<file path="config.mk">
export PLATFORM = sky130hd
export DESIGN_NAME = req_pending_arb
export DESIGN_NICKNAME = d
export VERILOG_FILES = /design/src/rtl/req_pending_arb.sv
export SDC_FILE = /design/constraint.sdc
export NUM_CORES = 1
export LEC_CHECK = 0
export ABC_AREA = 1
export CORE_UTILIZATION = 25
export CTS_BUF_LIST = sky130_fd_sc_hd__clkbuf_4
export CTS_CLUSTER_DIAMETER = 150
export DETAILED_ROUTE_END_ITERATION = 10
export PLACE_DENSITY = 0.5
export SKIP_CTS_REPAIR_TIMING = 1
export SLEW_MARGIN = 20
export SYNTH_ARGS = -nofsm -noshare
export SYNTH_HDL_FRONTEND = slang
export SYNTH_SLANG_ARGS = --single-unit
export TNS_END_PERCENT = 1
</file>
<file path="constraint.sdc">
create_clock -name clk -period 1.2 [get_ports clk]
set_input_delay 0.24 -clock clk [delete_from_list [all_inputs] [get_ports clk]]
set_output_delay 0.24 -clock clk [all_outputs]
set_load 0.01 [all_outputs]
</file>
<file path="src/rtl/req_pending_arb.sv">
// rtl/req_pending_arb.sv - sticky edge-triggered request collector with MSB-first single-grant arbiter
module req_pending_arb #(
    parameter int N    = 4,
    parameter int IDXW = 2
) (
    input  logic            clk,
    input  logic            rst,
    input  logic [N-1:0]    req_in,
    input  logic [N-1:0]    mask,
    input  logic            hold,
    input  logic            rdy,
    input  logic            clr_ovf,
    output logic            vld,
    output logic [IDXW-1:0] idx,
    output logic [N-1:0]    pend,
    output logic            ovf
);

    logic [N-1:0]    req_q,  req_d;
    logic [N-1:0]    pend_q, pend_d;
    logic            vld_q,  vld_d;
    logic [IDXW-1:0] idx_q,  idx_d;
    logic            ovf_q,  ovf_d;

    logic [N-1:0]    rise;
    logic [N-1:0]    cand;
    logic [N-1:0]    grant_vec;
    logic [N-1:0]    lost;
    logic [IDXW-1:0] pick;
    logic            slot_free;
    logic            grant;

    always_comb begin
        req_d     = req_in;
        rise      = req_in & ~req_q;
        // Only registered pending bits compete; this cycle's edges wait one clock.
        cand      = pend_q & ~mask;
        slot_free = ~vld_q | rdy;

        // Ascending scan so the highest set bit is the last one written.
        pick = '0;
        for (int i = 0; i < N; i++) begin
            if (cand[i]) begin
                pick = IDXW'(i);
            end
        end

        grant     = slot_free & ~hold & (|cand);
        grant_vec = '0;
        if (grant) begin
            grant_vec[pick] = 1'b1;
        end

        // A new edge on the bit being granted re-arms it rather than being lost.
        lost   = rise & pend_q & ~grant_vec;
        pend_d = (pend_q & ~grant_vec) | rise;

        ovf_d = ovf_q;
        if (|lost) begin
            ovf_d = 1'b1;
        end else if (clr_ovf) begin
            ovf_d = 1'b0;
        end

        vld_d = vld_q;
        idx_d = idx_q;
        if (slot_free) begin
            vld_d = grant;
            if (grant) begin
                idx_d = pick;
            end
        end
    end

    always_ff @(posedge clk) begin
        if (rst) begin
            req_q  <= '0;
            pend_q <= '0;
            vld_q  <= 1'b0;
            idx_q  <= '0;
            ovf_q  <= 1'b0;
        end else begin
            req_q  <= req_d;
            pend_q <= pend_d;
            vld_q  <= vld_d;
            idx_q  <= idx_d;
            ovf_q  <= ovf_d;
        end
    end

    assign vld  = vld_q;
    assign idx  = idx_q;
    assign pend = pend_q;
    assign ovf  = ovf_q;

endmodule

</file>
Word level (Yosys, flattened, before mapping) --
Cells that the tools add are included.
Storage, ports and cells: register bits 12, latch bits 0, memory bits (writable) 0, bits in read-only memories 0, input port bits 13, logic and storage cells 34, memories kept 0
Operators by class: add/sub/neg operators 0, multipliers 0, divide/modulo/power cells 0, magnitude comparators 2, equality and inequality tests 0, shift operators 0, muxes and demuxes 8, bitwise logic cells 14, reductions and logical operators 5
Operators by type and width (number):
- $and 4x4->4 | 5
- $not 4->4 | 3
- $reduce_or 4->1 | 2
- $mux 1 | 4
- $mux 2 | 2
- $mux 4 | 1
- $or 4x4->4 | 1
- $lt 2x3->1 const B | 1
- $and 1x1->1 | 2
- $demux 1 s2 | 1
- $ge 2x1->1 const B | 1
- $not 1->1 | 2
- $reduce_and 2->1 | 1
- $reduce_bool 2->1 | 1
- $logic_and 1x1->1 | 1
- $or 1x1->1 | 1

Logic depth before layout (Yosys ltp) --
Gate-level depths: netlist of run 1.
depth in word-level cells 14, gate-level depth with buffers 9, depth with buffers taken out 9

Worst setup path before layout of run 1 --
Ideal clock, no wire load.
path type reg-to-reg, from register pend_q[3] (netlist: pend[3]), to register ovf_q (netlist: ovf), arrival time 0.940 ns, required time 1.091 ns, setup slack 0.152 ns, stages on the path, launching flop included 10, buffers on the path 0, clock period less this slack 1.048 ns, path through dfxtp_1 inv_2 nor2_2 nand3_2 nand2_1 nand2_1 nor2_1 nand3_1 nand2_1 inv_1
On the way: cells in the longest elaborated chain, start to end 11, elaborated cells between the ends (all ways) 16, those cells by class order compare: 2; mux: 5; bitwise: 5; reduce/logical: 4
Ends and longest elaborated chain:
- from (decl) | RTL line 20 | logic [N-1:0] pend_q, pend_d;
- from (signal assigned) | RTL line 84 | pend_q <= pend_d;
- $and 4x4->4 | RTL line 37 | cand = pend_q & ~mask;
- $mux 2 | RTL line 43 | if (cand[i]) begin
- $lt 2x3->1 (not written as such) or $ge 2x1->1 (tied branches) | RTL line 51 | grant_vec[pick] = 1'b1;
- $logic_and 1x1->1 (not written as such) | RTL line 51
- $mux 1 (not written as such) | RTL line 51
- $demux 1 s2 | RTL line 51
- $mux 4 | RTL line 50 | if (grant) begin
- $not 4->4 | RTL line 55 | lost = rise & pend_q & ~grant_vec;
- $and 4x4->4 (*) | RTL line 55
- $reduce_or 4->1 (*) | RTL line 59 | if (|lost) begin
- $mux 1 or $reduce_bool 2->1 (tied branches)
- to (signal assigned) | RTL line 87 | ovf_q <= ovf_d;
- to (decl) | RTL line 23 | logic ovf_q, ovf_d;
Mark *: on every way between the ends. The rest lies on a longest branch, timed or not. A chain may end at the register's enable or synchronous reset.

Final worst setup path of run 1 --
from input rdy, to register ovf_q (netlist: ovf)
On the way: cells in the longest elaborated chain, start to end 8, elaborated cells between the ends (all ways) 9, those cells by class mux: 2; bitwise: 5; reduce/logical: 2
Ends and longest elaborated chain:
- from (decl) | RTL line 11 | input logic rdy,
- $or 1x1->1 (*) | RTL line 38 | slot_free = ~vld_q | rdy;
- $and 1x1->1 (*) (2 in series) | RTL line 48 | grant = slot_free & ~hold & (|cand);
- $mux 4 (*) | RTL line 50
- $not 4->4 (*) | RTL line 55
- $and 4x4->4 (*) | RTL line 55
- $reduce_or 4->1 (*) | RTL line 59
- $mux 1 or $reduce_bool 2->1 (tied branches)
Marked as above.

==> flow_summary.ini, run 1 <==
[run_status]
outcome = finished clean

[finish]
n_antenna_cell = 0
final_cells = 146
utilization_pct = 42.0
syn_to_final_growth_pct = 59.3
nFillCells = 236
final_cell_mix = inv_1, nand2_1, clkdlybuf4s50_1
final_common_cell = inv_1
fin_area_um2 = 921
drive_gt1_share_pct = 19.5
nets = 133

[critical_path]
critPathLaunchType = input port
required_ps = 1370
arrival_ps = 1350
reg2regPathDepth = 9
crit_type = input port to register
critPathCaptureType = register
crit_fanout = 5

[floorplanning]
core_area_um2 = 2190
initial_core_util_pct = 26.4
dieHeight_um = 50.1
io_pins = 21
die_area_um2 = 2510
rows = 17
chipWidth_um = 50.1

[pwr]
clkPwrFrac_pct = 26.4
pwr-share-seq_pct = 48.7
p_switching_mw = 0.244
p_per_area_nw_per_um2 = 991
internal_power_mw = 0.669
ir_drop_mv = 0.515
p_sw_share_pct = 26.7
power_mw = 0.913
combPwrFrac_pct = 24.9
leakage_nw = 0.569

[clock_tree]
path_clk_slew_ps = 70
cts_tree = yes
insertion_delay_ps = 270
cts_inserted_buffers = 3
clock-sinks = 12
cts.htree.levels = 1
cts_buffer_depth = 2
cts-root-buf = clkbuf_4

[global_routing]
grt-ovfl-total = 0
track_usage_pct = 11.6
grt_max_degree = 7
grt_pass1_vias = 525
grt_pass1_wl_mm = 2.08
antenna_found_initial = 0

[place]
dp.final_hpwl_mm = 1.00
place_ws_ps = -291
gp_congestion = 0.765
portBuffers = 20
place_area_um2 = 870
placed_cells = 143

[sta]
drv_slew = 0
clock_skew_ps = 4.02
fin_tns_setup_ps = 0
finalCritPeriodShare_pct = 98.6
rsz0062_at_grt = yes
tightest_slew_ps = 176
finalCriticalPeriod_ps = 1180
setup_violations = 0
finalHoldWorstSlack_ps = 455
worst_slack_ps = 16.6
hold_violations = 0
fmaxAchievable_mhz = 845
slew_headroom_pct = 88.2

[drt]
dr.pass1.iters = 4
viasPerCell = 4.05
drc = 0
postRouteAntennaNets = 0
vias = 591
routed_wl_mm = 1.27
wl_per_cell_um = 8.73
drt-initial-drc-count = 2

[synthesis]
synthesis.instances = 87
synth_area_um2 = 578
ys_warn_count = 0
avgSynthCellArea_um2 = 6.64
synth.distinct_cells = 18
syn_nets = 100
ys_ff_latch = 12
seq_area_frac_synth_pct = 41.6

[hold_path]
min_path_type = register to register
hold_depth = 2

[job]
cap_violations = 0
==> cell families (layout without fill, tap and decap cells) <==
logic type | Yosys count | in the layout | synth area share [%]
buffers and inverters | 22 | 53 | 15.6
and+or+nand+nor | 41 | 41 | 31.6
AOI/OAI and AO/OA | 12 | 12 | 11.3
DFF | 12 | 12 | 41.6
==> power groups by stage <==
stage | clock network, mW | logic [mW] | registers [mW]
after floorplan | 0 | 0.0949 | 0.466
after global placement | 0 | 0.229 | 0.454
after detailed placement | 0 | 0.230 | 0.454
after CTS | 0.258 | 0.231 | 0.445
after global routing | 0.277 | 0.253 | 0.449
final | 0.241 | 0.227 | 0.444
==> registers in the layout (all words and copies together), names as in the netlist <==
signal  flops
pend        4
req_q       4
idx         2
ovf         1
vld         1
==> worst paths after layout <==
path         startpoint  endpoint  slack (ps)
max                 rdy       ovf          20
min              idx[1]    idx[1]         450
max reg2reg     pend[3]       ovf          90
min reg2reg      idx[1]    idx[1]         450
==> synthesized netlist by cell type <==
cell type | count | area [um2]
o21ai_0 | 2 | 10.0
inv_1 | 19 | 71.3
buf_6 | 1 | 11.3
o21ai_1 | 2 | 10.0
or2_0 | 1 | 6.26
or2_2 | 1 | 6.26
nand4_1 | 1 | 6.26
a31oi_1 | 1 | 6.26
nand2_2 | 3 | 18.8
nand2_1 | 18 | 67.6
nor2_1 | 11 | 41.3
inv_2 | 2 | 7.51
nor2_2 | 1 | 6.26
a21oi_1 | 6 | 30.0
dfxtp_1 | 12 | 240
nand3_1 | 4 | 20.0
o21ai_2 | 1 | 8.76
nand3_2 | 1 | 10.0
==> final cells by class <==
cell class	instances	area, um2	area share (%)
sequential	12	241	26.2
clock buffer	3	22.5	2.45
inverter	21	78.8	8.56
timing repair buffer	29	288	31.3
tap	28	35.0	3.80
multi-input combinational	53	255	27.7
==> worst max-delay path, cell delays in order <==
cell             delay, ps
clkdlybuf4s50_1        450
inv_1                   50
nand2_2                 90
nand2_2                 70
inv_2                   90
nand2_4                 60
o21ai_1                110
nand3_1                 90
nand2_1                 60
inv_1                   30
==> layer usage <==
layer / vias to the layer above / GRT usage (%) / share of wire [%]
met4: 0 / 8.57 / 2.8
met2: 22 / 17.8 / 45
met1: 241 / 13.2 / 45
li1: 324 / - / -
met3: 4 / 4.01 / 6.9
met5: - / 0 / 0
(Power assumes the default switching activity.)
==> run 2: changes to the inputs <==
- CTS_CLUSTER_DIAMETER: 150 -> 100
==> results of run 2 <==
No change in the layout: final DEF, timing and power equal those of run 1.
